### src/rtl/accum_warp_addr_drain_pkg.sv
// Shared sizing for the warp address drain: lane count, address width, config count.
// Also holds the id typedef and the drain FSM state encoding.
package accum_warp_addr_drain_pkg;
    localparam int VSIZE          = 4;
    localparam int GLOBAL_ADDR_BW = 16;
    localparam int N_ICFG         = 4;
    localparam int NCFG_BW        = $clog2(N_ICFG + 1);

    typedef logic [NCFG_BW-1:0] cfg_id_t;

    typedef enum logic {
        IDLE  = 1'b0,
        DRAIN = 1'b1
    } drain_state_e;
endpackage

### src/rtl/warp_lane_coalescer.sv
// Picks the lowest pending lane as leader and flags every pending lane sharing its address.
// Purely combinational; no latency, no backpressure.
module warp_lane_coalescer #(
    parameter int VSIZE = 4,
    parameter int ABW   = 16
) (
    input  logic [VSIZE-1:0][ABW-1:0] address,
    input  logic [VSIZE-1:0]          pending,
    output logic [ABW-1:0]            lead_address,
    output logic [VSIZE-1:0]          match
);
    localparam int IW = $clog2(VSIZE);

    logic [IW-1:0] lead_idx;

    // Scanning downward leaves the lowest set bit as the final winner.
    always_comb begin
        lead_idx = '0;
        for (int i = VSIZE - 1; i >= 0; i--) begin
            if (pending[i]) begin
                lead_idx = IW'(i);
            end
        end
    end

    assign lead_address = address[lead_idx];

    always_comb begin
        match = '0;
        for (int i = 0; i < VSIZE; i++) begin
            match[i] = pending[i] && (address[i] == lead_address);
        end
    end
endmodule

### src/rtl/accum_warp_addr_drain.sv
// Accepts one warp beat, issues one memory request per unique lane address, pulses retire when drained.
// First request 1 cycle after accept; retire 1 cycle after last request ack (queued behind an earlier retire).
// Beat input stalls while requests are pending, except in the cycle the last request is acked.
module accum_warp_addr_drain
    import accum_warp_addr_drain_pkg::*;
#(
    parameter int N_CFG = N_ICFG,
    parameter int ABW   = GLOBAL_ADDR_BW,
    parameter int VSIZE = accum_warp_addr_drain_pkg::VSIZE,
    localparam int IDW  = $clog2(N_CFG + 1)
) (
    input  logic                      i_clk,
    input  logic                      i_rst,
    input  logic                      addrval_rdy,
    output logic                      addrval_ack,
    input  logic [IDW-1:0]            i_id,
    input  logic [VSIZE-1:0][ABW-1:0] i_address,
    input  logic [VSIZE-1:0]          i_valid,
    input  logic                      i_retire,
    output logic                      mreq_rdy,
    input  logic                      mreq_ack,
    output logic [IDW-1:0]            o_mreq_id,
    output logic [ABW-1:0]            o_mreq_address,
    output logic [VSIZE-1:0]          o_mreq_lanes,
    output logic                      retire_dval,
    output logic [IDW-1:0]            o_retire_id
);
    drain_state_e              state_q, state_d;
    logic [IDW-1:0]            id_q, id_d;
    logic [VSIZE-1:0][ABW-1:0] addr_q, addr_d;
    logic                      retire_q, retire_d;
    logic [VSIZE-1:0]          pending_q, pending_d;
    logic                      ret_vld_q, ret_vld_d;
    logic [IDW-1:0]            ret_id_q, ret_id_d;
    logic                      spill_vld_q, spill_vld_d;
    logic [IDW-1:0]            spill_id_q, spill_id_d;

    logic [ABW-1:0]   lead_address;
    logic [VSIZE-1:0] match;
    logic [VSIZE-1:0] remaining;
    logic             drain_done;
    logic             can_take;
    logic             ev_drain;
    logic             ev_empty;

    warp_lane_coalescer #(
        .VSIZE (VSIZE),
        .ABW   (ABW)
    ) u_coalescer (
        .address      (addr_q),
        .pending      (pending_q),
        .lead_address (lead_address),
        .match        (match)
    );

    assign remaining   = pending_q & ~match;
    assign drain_done  = (state_q == DRAIN) && mreq_ack && (remaining == '0);
    assign can_take    = (state_q == IDLE) || drain_done;
    assign addrval_ack = i_rst && addrval_rdy && can_take;

    assign mreq_rdy       = (state_q == DRAIN);
    assign o_mreq_id      = mreq_rdy ? id_q : '0;
    assign o_mreq_address = mreq_rdy ? lead_address : '0;
    assign o_mreq_lanes   = mreq_rdy ? match : '0;
    assign retire_dval    = ret_vld_q;
    assign o_retire_id    = ret_id_q;

    assign ev_drain = drain_done && retire_q;
    assign ev_empty = addrval_ack && (i_valid == '0) && i_retire;

    always_comb begin
        state_d     = state_q;
        id_d        = id_q;
        addr_d      = addr_q;
        retire_d    = retire_q;
        pending_d   = pending_q;
        ret_vld_d   = 1'b0;
        ret_id_d    = '0;
        spill_vld_d = 1'b0;
        spill_id_d  = '0;

        if ((state_q == DRAIN) && mreq_ack) begin
            pending_d = remaining;
        end
        if (drain_done) begin
            state_d = IDLE;
        end
        if (addrval_ack) begin
            id_d      = i_id;
            addr_d    = i_address;
            retire_d  = i_retire;
            pending_d = i_valid;
            state_d   = (i_valid != '0) ? DRAIN : IDLE;
        end

        // A drained retire beat and an empty retire beat can land in one cycle;
        // the older one goes out first and the newer waits one cycle in the spill slot.
        if (spill_vld_q) begin
            ret_vld_d = 1'b1;
            ret_id_d  = spill_id_q;
            if (ev_drain) begin
                spill_vld_d = 1'b1;
                spill_id_d  = id_q;
            end else if (ev_empty) begin
                spill_vld_d = 1'b1;
                spill_id_d  = i_id;
            end
        end else if (ev_drain) begin
            ret_vld_d = 1'b1;
            ret_id_d  = id_q;
            if (ev_empty) begin
                spill_vld_d = 1'b1;
                spill_id_d  = i_id;
            end
        end else if (ev_empty) begin
            ret_vld_d = 1'b1;
            ret_id_d  = i_id;
        end
    end

    always_ff @(posedge i_clk or negedge i_rst) begin
        if (!i_rst) begin
            state_q     <= IDLE;
            id_q        <= '0;
            addr_q      <= '0;
            retire_q    <= 1'b0;
            pending_q   <= '0;
            ret_vld_q   <= 1'b0;
            ret_id_q    <= '0;
            spill_vld_q <= 1'b0;
            spill_id_q  <= '0;
        end else begin
            state_q     <= state_d;
            id_q        <= id_d;
            addr_q      <= addr_d;
            retire_q    <= retire_d;
            pending_q   <= pending_d;
            ret_vld_q   <= ret_vld_d;
            ret_id_q    <= ret_id_d;
            spill_vld_q <= spill_vld_d;
            spill_id_q  <= spill_id_d;
        end
    end
endmodule

### config.mk
export PLATFORM = sky130hd
export DESIGN_NAME = accum_warp_addr_drain
export DESIGN_NICKNAME = d
export VERILOG_FILES = /design/src/rtl/accum_warp_addr_drain_pkg.sv /design/src/rtl/warp_lane_coalescer.sv /design/src/rtl/accum_warp_addr_drain.sv
export SDC_FILE = /design/constraint.sdc
export NUM_CORES = 1
export LEC_CHECK = 0
export ABC_AREA = 1
export CAP_MARGIN = 20
export CORE_UTILIZATION = 48
export CTS_BUF_LIST = sky130_fd_sc_hd__clkbuf_4
export CTS_CLUSTER_DIAMETER = 50
export DETAILED_ROUTE_END_ITERATION = 6
export PLACE_DENSITY = 0.78
export REMOVE_ABC_BUFFERS = 1
export SYNTH_ARGS = -nofsm -noshare
export SYNTH_HDL_FRONTEND = slang
export SYNTH_SLANG_ARGS = --single-unit
export TNS_END_PERCENT = 10
### constraint.sdc
create_clock -name i_clk -period 8.15 [get_ports i_clk]
set_input_delay 1.63 -clock i_clk [delete_from_list [all_inputs] [get_ports i_clk]]
set_output_delay 1.63 -clock i_clk [all_outputs]
set_load 0.1 [all_outputs]
==> results of run 1 <==
worst min-delay path by stage:
stage                     end  slack [ps]
5_1_grt        o_retire_id[2]         480
3_3_place_gp   o_retire_id[1]         430
6_report       o_retire_id[2]         470
3_5_place_dp   o_retire_id[2]         440
4_1_cts        o_retire_id[2]         480
2_1_floorplan  o_retire_id[1]         420
cells in the final DEF (no fill, tap or decap), types with 5 or more instances in the layout:
cell type / netlist / final
nor2_1: 53 / 53
nand3_1: 87 / 87
clkdlybuf4s50_1: 0 / 102
inv_1: 60 / 60
inv_6: 0 / 5
o21ai_1: 26 / 26
clkbuf_4: 0 / 9
buf_4: 6 / 6
nand2_1: 398 / 398
dfrtp_1: 81 / 81
nand3b_1: 15 / 15
nand2_2: 5 / 5
o21ai_0: 25 / 25
state kept, by name, summed over array words and instances, names as in the netlist:
register     flops
id_q             3
addr_q          64
spill_id_q       3
mreq_rdy         1
spill_vld_q      1
o_retire_id      3
pending_q        4
retire_q         1
retire_dval      1
worst max-delay path, cell delays in order, from the launching register on:
cell,delay (ps)
dfrtp_1,440
inv_1,90
nand2_1,60
nand2_2,50
buf_4,470
nand2_2,640
nand2_1,290
nand3_1,130
nand2_1,170
nand2_1,60
nand2_1,70
nor2_1,40
nand2_1,60
nor2_1,60
nand2_1,90
nand2_1,70
nand2_1,100
o21ai_2,80
nand2_2,390
clkinv_2,720
buf_4,500
routing by layer:
layer / global-route usage / up-vias
li1: - / 2705
met1: 0.335 / 2397
met2: 0.397 / 172
met3: 0.0374 / 13
met4: 0.0575 / 0
met5: 0 / -
cell families after synthesis:
group,after synthesis
AOI/OAI and AO/OA,59
buffers and inverters,102
DFF,81
muxes,1
and+or+nand+nor,568
through the flow:
stage	cell area [um2]	utilization	std cells	hold WS, ps	setup slack (ps)
floorplan	4940	-	774	421	2050
CTS	6330	0.608	1034	476	1540
finish	6330	0.608	1034	472	1420
detailed placement	6180	0.593	1018	440	2100
global placement	6180	0.593	1018	432	2180
global route	6330	0.608	1034	482	902
final cells by class:
cell class,instances,area (um2)
Clock inverter,7,82.6
Tap cell,136,170
Fill cell,1014,4090
Clock buffer,9,67.6
Inverter,65,245
Sequential cell,81,2030
Timing Repair Buffer,108,1070
Multi-Input combinational cell,628,2670
==> Flow_metrics.wiki, run 1 <==
{| class="wikitable"
! Metric !! Value
|-
| Aggregate global routing overflow || 0
|-
| Share of the synthesized area in compound gates (AO/OA/AOI/OAI) || 0.0608
|-
| Capture instance of the worst register-to-register path || addr_q[59]
|-
| Worst-margin pin slew || 974 ps
|-
| Post-synthesis share of cell area spent on and, or, nand and nor gates || 0.450
|-
| DRC || 0
|-
| Syn. warnings || 0
|-
| Post-Route Skew || 17.7 ps
|-
| Detailed-routing wirelength on met1 || 6.13 mm
|-
| Hold Startpoint || spill_id_q[2]
|-
| Worst slew slack as a fraction of its limit || 0.349
|-
| Number of rows in the core area || 37
|-
| Number of cells on the worst hold path || 2
|-
| Pin count of the biggest net entering global routing || 66
|-
| Routed wire length on met2 || 5.95 mm
|-
| Xor and xnor fraction of the mapped netlist area || 0
|-
| Flip-flop and latch count after synthesis || 81
|-
| Clk_lat worst skew || 450 ps
|-
| Number of buffers inserted during clock tree synthesis || 9
|-
| Chip width || 106 um
|-
| Element type at the critical path end || output port
|-
| Adder-cell share of the synthesized area || 0
|-
| DR iter-0 viols || 297
|-
| Time the worst path needs with I/O delays and setup || 6730 ps
|-
| Quantity of I/O buffers inserted on ports || 104
|-
| Data arrival at the endpoint of the critical path || 5100 ps
|-
| Max Root-Sink Buffers || 2
|-
| Final wirelength || 13.0 mm
|-
| Number of distinct library cell variants in the gate-level netlist after synthesis || 28
|-
| Share of cell area taken by muxes after synthesis || 0.00216
|-
| Ports placed on the boundary || 105
|-
| Most used DFF post-synth || dfrtp_1
|-
| Antenna violations before repair || 0
|-
| Antenna Cells || 0
|-
| Max layer used || met4
|-
| Synth area leaders || dfrtp_1, nand2_1, nand3_1
|-
| Clk sinks || 81
|-
| Weighted congestion reported at the end of routability-driven placement || 0.843
|-
| Timing-limited maximum frequency || 149 MHz
|-
| Async SR Flop Fraction || 1.00
|-
| Reg-to-reg slack, setup || 2940 ps
|-
| Total number of vias || 5287
|-
| Critical Path Source Type || register
|-
| Routed length on met3 || 804 um
|-
| Path class of the lowest-slack min-delay path || register to register
|-
| Endpoints failing hold || 0
|-
| Max Fanout on Critical Path || 58
|-
| Total setup buffers inserted after CTS || 0
|-
| Area share of the largest cell type after synthesis || 0.389
|-
| Average routed wire per standard cell || 12.6 um
|-
| Final worst path period share || 0.825
|-
| Overall routing resource usage || 0.242
|-
| Required time reported for the critical path endpoint || 6520 ps
|-
| Hold bufs inserted after CTS || 0
|-
| Sequential share of the synthesized area || 0.389
|-
| HPWL after detailed placement || 8.81 mm
|-
| Mapped Area || 0.00521 mm2
|-
| Area Overhead vs Synth || 21.6%
|-
| Core outline area || 0.0104 mm2
|-
| Synth top cells by count || nand2_1, nand3_1, dfrtp_1
|-
| Starting density of the core || 0.500
|-
| Length of the first detailed-routing pass in iterations || 4
|-
| TritonCTS clock tree || done
|-
| Library cell with the largest summed area after synthesis || dfrtp_1
|-
| Area enclosed by the die boundary || 0.0113 mm2
|-
| Outcome || completed
|-
| Most frequently used cell type in the post-synthesis netlist || nand2_1
|-
| Number of nets at the end of the flow || 969
|-
| Max H-tree Level || 3
|-
| Drt via density || 5.11
|-
| Root cell of the clock tree || clkbuf_4
|-
| Post-Synthesis Mean Instance Area || 6.42 um2
|-
| Number of maximum-capacitance violations || 0
|-
| Clock-pin slew of the registers on the worst-case setup and hold paths || 160 ps
|-
| Destination of the critical timing path || addrval_ack
|-
| Startpoint of the most critical register-to-register path || pending_q[2]
|-
| Fraction of layout cells with a size suffix above 1 || 0.0390
|-
| Summed negative setup slack over all endpoints || 0 ps
|-
| Vias in the first global route || 4820
|-
| Die Height || 106 um
|-
| Final slew viol count || 0
|-
| Antenna Nets Post-Route || 0
|-
| Count of mapped cells out of synthesis || 811
|-
| Final count of negative-setup-slack endpoints || 0
|-
| Number of flops mapped to enable cells by yosys || 0
|-
| Combinational family with the most area after synthesis || simple AND/OR/NAND/NOR gates
|-
| Number of cells traversed by the worst register-to-register path || 23
|-
| Worst Setup SP || pending_q[2]
|-
| Type of the worst setup path || register to output port
|-
| RSZ-0062 raised after global routing || false
|-
| Wire length of the first global-routing pass || 22.0 mm
|-
| Quantity of gates resized following cts || 0
|}
Power of run 1 is not shown: default switching activity piles up to over one toggle a cycle in this logic, so the estimate is an artifact.
==> run 2: changes to the inputs <==
==> constraint.sdc (replaced) <==
create_clock -name i_clk -period 6.6 [get_ports i_clk]
set_input_delay 1.32 -clock i_clk [delete_from_list [all_inputs] [get_ports i_clk]]
set_output_delay 1.32 -clock i_clk [all_outputs]
set_load 0.1 [all_outputs]
==> Flow_metrics.wiki, run 2 (same netlist as run 1, synthesis figures left out) <==
{| class="wikitable"
! Metric !! Value
|-
| Most used cells in the layout excluding fill and tap cells || nand2_1, clkdlybuf4s50_1, nand3_1
|-
| Total number of vias || 5260 (-0.51%)
|-
| Clk_lat worst skew || 460 ps (about the same)
|-
| Startpoint of the most critical register-to-register path || pending_q[0]
|-
| Number of maximum-capacitance violations || 0 (unchanged)
|-
| Number of buffers inserted during clock tree synthesis || 9 (unchanged)
|-
| Number of cells on the worst hold path || 2 (unchanged)
|-
| Capture instance of the worst register-to-register path || pending_q[3]
|-
| Time the worst path needs with I/O delays and setup || 5280 ps
|-
| Routed wire length on met2 || 5.99 mm (+0.76%)
|-
| Root cell of the clock tree || clkbuf_4
|-
| Layout Utilization || 0.608 (about the same)
|-
| Antenna Cells || 0 (unchanged)
|-
| Area enclosed by the die boundary || 0.0113 mm2 (unchanged)
|-
| Weighted congestion reported at the end of routability-driven placement || 0.836 (-0.84%)
|-
| Hold bufs inserted after CTS || 0 (unchanged)
|-
| Starting density of the core || 0.500 (unchanged)
|-
| Outcome || completed
|-
| Drt via density || 5.08 (-0.70%)
|-
| Path class of the lowest-slack min-delay path || register to register
|-
| Die Height || 106 um (unchanged)
|-
| HPWL after detailed placement || 9.04 mm (+2.6%)
|-
| Vias in the first global route || 4855 (+0.73%)
|-
| Final worst path period share || 0.800
|-
| Endpoints failing hold || 0 (unchanged)
|-
| Min Hold Slack || 472 ps (+0.262 ps)
|-
| Max layer used || met4
|-
| Pin count of the biggest net entering global routing || 76 (+15%)
|-
| Required time reported for the critical path endpoint || 5280 ps (-1240 ps)
|-
| Number of cells traversed by the worst register-to-register path || 21 (-8.7%)
|-
| Average routed wire per standard cell || 12.6 um (+0.45%)
|-
| Timing-limited maximum frequency || 189 MHz
|-
| RSZ-0062 raised after global routing || false
|-
| Overall routing resource usage || 0.245 (+0.00245)
|-
| Fraction of layout cells with a size suffix above 1 || 0.0444 (+0.00547)
|-
| Hold Startpoint || spill_id_q[2]
|-
| Chip width || 106 um (unchanged)
|-
| Detailed-routing wirelength on met1 || 6.17 mm (+0.62%)
|-
| Max Root-Sink Buffers || 2 (unchanged)
|-
| Max Fanout on Critical Path || 45 (-22%)
|-
| Post-Route Skew || 20.8 ps (+3.14 ps)
|-
| TritonCTS clock tree || done
|-
| Clock-pin slew of the registers on the worst-case setup and hold paths || 160 ps (about the same)
|-
| Wire length of the first global-routing pass || 22.0 mm (-0.25%)
|-
| Total setup buffers inserted after CTS || 0 (unchanged)
|-
| Critical Path Source Type || register
|-
| Clk sinks || 81 (unchanged)
|-
| Register bank with the most flops || addr_q
|-
| Number of rows in the core area || 37 (unchanged)
|-
| Summed negative setup slack over all endpoints || 0 ps (unchanged)
|-
| Antenna Nets Post-Route || 0 (unchanged)
|-
| Quantity of gates resized following cts || 0 (unchanged)
|-
| DRC || 0 (unchanged)
|-
| Type of the worst setup path || register to output port
|-
| Quantity of I/O buffers inserted on ports || 104 (unchanged)
|-
| Registers with the highest flip-flop counts || addr_q x64, pending_q x4
|-
| Data arrival at the endpoint of the critical path || 3960 ps (-1140 ps)
|-
| Ports placed on the boundary || 105 (unchanged)
|-
| DR iter-0 viols || 315 (+6.1%)
|-
| Aggregate global routing overflow || 0 (unchanged)
|-
| Worst slew slack as a fraction of its limit || 0.339 (-0.00938)
|-
| Final slew viol count || 0 (unchanged)
|-
| Max H-tree Level || 3 (unchanged)
|-
| Final wirelength || 13.1 mm (+0.65%)
|-
| Length of the first detailed-routing pass in iterations || 6 (+2)
|-
| Area Overhead vs Synth || 21.6% (about the same)
|-
| Reg-to-reg slack, setup || 1870 ps (-1070 ps)
|-
| Commonest non-fill, non-tap cell in the layout || nand2_1
|-
| WHS Endpoint || o_retire_id[2]
|-
| Number of flip-flops under the largest register name || 64 (unchanged)
|-
| Routed length on met3 || 699 um (-13%)
|-
| Worst-margin pin slew || 988 ps (+14.0 ps)
|-
| Antenna violations before repair || 0 (unchanged)
|-
| Core outline area || 0.0104 mm2 (unchanged)
|-
| Layout filler cell count || 1006 (-0.79%)
|-
| Final count of negative-setup-slack endpoints || 0 (unchanged)
|-
| Number of nets at the end of the flow || 971 (+0.21%)
|-
| Element type at the critical path end || output port
|}
-- run 2: final cells by class --
cell class | count | area, um2 | share of cell area
Clock buffer | 9 | 67.6 | 0.0107
Clock inverter | 7 | 67.6 | 0.0107
Inverter | 65 | 245 | 0.0387
Multi-Input combinational cell | 628 | 2670 | 0.422
Sequential cell | 81 | 2030 | 0.320
Tap cell | 136 | 170 | 0.0269
Timing Repair Buffer | 110 | 1090 | 0.171
-- run 2: how the worst max path moves through the flow --
stage / startpoint / slack (ps) / endpoint
floorplan: pending_q[0] / 810 / o_mreq_lanes[1]
global placement: pending_q[0] / 1920 / addrval_ack
detailed placement: pending_q[0] / 1880 / addrval_ack
CTS: pending_q[0] / 1320 / addrval_ack
global route: pending_q[0] / 900 / addrval_ack
finish: pending_q[0] / 1320 / addrval_ack
-- run 2: worst max-delay path, stage by stage, from the launching register on --
cell      delay [ps]
dfrtp_1          430
inv_2            570
nand2_2          670
nand2_1          250
nand2_1           70
nand2_1           60
nand2_1          110
nand2_1           80
nand2_1           50
nor2_1            90
nand2_1           80
nor2_1           160
nand2_1          110
nand2_1          100
nand2_1           80
o21ai_2          170
nand2_2          130
clkinv_2         100
buf_12           170
-- run 2: metrics by stage --
stage          area, um2  worst slack, ps  instances
6_report            6330             1320       1036
5_1_grt             6330              901       1036
4_1_cts             6330             1320       1036
3_5_place_dp        6200             1880       1020
3_3_place_gp        6200             1920       1020
2_1_floorplan       4940              810        774
-- run 2: metal layers --
metal  vias to the layer above  GRT usage
li1                       2706          -
met1                      2378      0.331
met2                       156      0.401
met3                        20     0.0337
met4                         0     0.0843
met5                         -          0
Power of run 2 is left out for the same reason.
==> run 3: changes to the inputs <==
--- a/config.mk
+++ b/config.mk
@@ -11,7 +11,7 @@
 export CTS_BUF_LIST = sky130_fd_sc_hd__clkbuf_4
 export CTS_CLUSTER_DIAMETER = 50
 export DETAILED_ROUTE_END_ITERATION = 6
-export PLACE_DENSITY = 0.78
+export PLACE_DENSITY = 0.81
 export REMOVE_ABC_BUFFERS = 1
 export SYNTH_ARGS = -nofsm -noshare
 export SYNTH_HDL_FRONTEND = slang
==> constraint.sdc (replaced) <==
create_clock -name i_clk -period 4.3 [get_ports i_clk]
set_input_delay 0.86 -clock i_clk [delete_from_list [all_inputs] [get_ports i_clk]]
set_output_delay 0.86 -clock i_clk [all_outputs]
set_load 0.1 [all_outputs]
==> Flow_metrics.wiki, run 3 (same netlist as run 1, synthesis figures left out) <==
{| class="wikitable"
! Metric !! Value
|-
| Chip width || 106 um (unchanged)
|-
| Top Family by Delay on Critical Path || simple AND/OR/NAND/NOR gates
|-
| Antenna violations before repair || 1 (+1)
|-
| Worst slew slack as a fraction of its limit || 0.328 (-0.0109)
|-
| Aggregate global routing overflow || 0 (unchanged)
|-
| Number of buffers inserted during clock tree synthesis || 9 (unchanged)
|-
| Registers with the highest flip-flop counts || addr_q x64, pending_q x4
|-
| Global routing met2 resource utilization || 0.391 (-0.00974)
|-
| DR iter-0 viols || 293 (-7.0%)
|-
| Max H-tree Level || 3 (unchanged)
|-
| Pin count of the biggest net entering global routing || 122 (+61%)
|-
| Outcome || complete, but fails checks
|-
| Endpoints failing hold || 0 (unchanged)
|-
| CP Depth || 19 (+1)
|-
| Timing-limited maximum frequency || 249 MHz
|-
| Number of cells traversed by the worst register-to-register path || 21 (unchanged)
|-
| Peak per-stage delay on the critical path || 430 ps (-240 ps)
|-
| Gr busiest metal || met2
|-
| Quantity of I/O buffers inserted on ports || 104 (unchanged)
|-
| TritonCTS clock tree || done
|-
| Final wirelength || 13.3 mm (+1.9%)
|-
| Final std cell area, no fill || 0.00658 mm2 (+3.8%)
|-
| Overall routing resource usage || 0.249 (+0.00428)
|-
| Vias in the first global route || 4788 (-1.4%)
|-
| RSZ-0062 raised after global routing || false
|-
| Weighted congestion reported at the end of routability-driven placement || 0.906 (+8.4%)
|-
| Register bank with the most flops || addr_q
|-
| Startpoint of the most critical register-to-register path || pending_q[2]
|-
| Fraction of layout cells with a size suffix above 1 || 0.0674 (+0.0230)
|-
| Global-route track usage on met1 || 0.349 (+0.0179)
|-
| Hold bufs inserted after CTS || 0 (unchanged)
|-
| Worst-margin pin slew || 1000 ps (+16.3 ps)
|-
| Element type at the critical path end || output port
|-
| Critical Path Source Type || register
|-
| Failing checks || DRC
|-
| Worst Setup SP || pending_q[2]
|-
| Commonest non-fill, non-tap cell in the layout || nand2_1
|-
| Clock-pin slew of the registers on the worst-case setup and hold paths || 140 ps (-20 ps)
|-
| Min Hold Slack || 352 ps (-120 ps)
|-
| HPWL after detailed placement || 9.37 mm (+3.7%)
|-
| Reg-to-reg slack, setup || 930 ps (-940 ps)
|-
| Final worst path period share || 0.933
|-
| Ports placed on the boundary || 105 (unchanged)
|-
| Max Fanout on Critical Path || 55 (+22%)
|-
| Clk_lat worst skew || 440 ps (-20 ps)
|-
| Number of nets at the end of the flow || 976 (+0.51%)
|-
| Final count of negative-setup-slack endpoints || 0 (unchanged)
|-
| Total setup buffers inserted after CTS || 0 (unchanged)
|-
| Total number of vias || 5260 (unchanged)
|-
| Average routed wire per standard cell || 12.8 um (+1.4%)
|-
| Destination of the critical timing path || addrval_ack
|-
| Instance area at placement || 0.00645 mm2 (+4.0%)
|-
| Number of maximum-capacitance violations || 0 (unchanged)
|-
| Post-Route Skew || 16.6 ps (-4.20 ps)
|-
| Grt met3 use || 0.0466 (+0.0129)
|-
| Path class of the lowest-slack min-delay path || input port to asynchronous set/reset pin
|-
| Cell chain of the critical path || inv_1 > nand2_1 > nand2_2 > buf_8 > nand3_1 > nand3_1 > nand2_1 > nand2_1 > nand2_1 > nor2_1 > nand2_1 > nor2_1 > nand2_1 > nand2_1 > nand2_2 > o21ai_2 > nand2_2 > clkinv_2 > buf_12
|-
| Type of the worst setup path || register to output port
|-
| Wire length of the first global-routing pass || 22.3 mm (+1.6%)
|-
| Worst setup slack after layout || 289 ps (-1030 ps)
|-
| Summed negative setup slack over all endpoints || 0 ps (unchanged)
|-
| Most used cells in the layout excluding fill and tap cells || nand2_1, nand3_1, clkdlybuf4s50_1
|-
| Root cell of the clock tree || clkbuf_4
|-
| Die Height || 106 um (unchanged)
|-
| Data arrival at the endpoint of the critical path || 3150 ps (-810 ps)
|-
| Dpl ws || 670 ps (-1210 ps)
|-
| Area Overhead vs Synth || 26.3%
|-
| DRC || 2 (+2)
|-
| Capture instance of the worst register-to-register path || pending_q[3]
|-
| Crit-path most repeated cell || nand2_1
|-
| Core outline area || 0.0104 mm2 (unchanged)
|-
| Drt via density || 5.05 (-0.58%)
|-
| Number of flip-flops under the largest register name || 64 (unchanged)
|-
| Antenna Nets Post-Route || 0 (unchanged)
|-
| Layout filler cell count || 996 (-0.99%)
|-
| Clk sinks || 81 (unchanged)
|-
| Required time reported for the critical path endpoint || 3440 ps (-1840 ps)
|-
| Max Root-Sink Buffers || 2 (unchanged)
|-
| Buffer and inverter count on the worst path || 4 (+1)
|-
| Quantity of gates resized following cts || 0 (unchanged)
|-
| Starting density of the core || 0.500 (unchanged)
|-
| Final slew viol count || 0 (unchanged)
|-
| Area enclosed by the die boundary || 0.0113 mm2 (unchanged)
|-
| Number of rows in the core area || 37 (unchanged)
|-
| Length of the first detailed-routing pass in iterations || 7 (+1)
|-
| Time the worst path needs with I/O delays and setup || 4010 ps
|-
| Crit path max-delay cell type || dfrtp_1
|}
-- run 3: cell count changes in the layout (fill, tap and decap cells not counted), sizes merged --
cell,change
clkbuf,+2
diode,+1
clkdlybuf4s50,-16
buf,+21
clkinv,+2
clkinvlp,+2
inv,-6
-- run 3: worst min-delay path by stage --
stage / start / to / slack (ps)
global placement: spill_id_q[1] / o_retire_id[1] / 430
global route: i_rst / addr_q[18] / 370
CTS: i_rst / addr_q[34] / 340
detailed placement: spill_id_q[1] / o_retire_id[1] / 440
finish: i_rst / addr_q[42] / 350
floorplan: spill_id_q[1] / o_retire_id[1] / 420
-- run 3: metrics by stage --
step                utilization  std cells
global route              0.631       1042
detailed placement        0.619       1025
floorplan                     -        774
finish                    0.631       1042
CTS                       0.630       1041
global placement          0.619       1025
-- run 3: layout make-up --
class	count	area, um2	share of cell area
antenna	1	2.50	0.000381
clock buffer	11	82.6	0.0126
clock inverter	5	32.5	0.00495
inverter	65	245	0.0373
multi-input combinational	628	2670	0.406
sequential	81	2030	0.308
tap	136	170	0.0259
timing repair buffer	115	1350	0.205
-- run 3: metal layers --
metal	routed length, um	share of wire	up-vias
li1	-	-	2716
met1	6390	0.48	2345
met2	5910	0.44	181
met3	806	0.060	18
met4	235	0.018	0
met5	0	0	-
Power of run 3 is left out for the same reason.
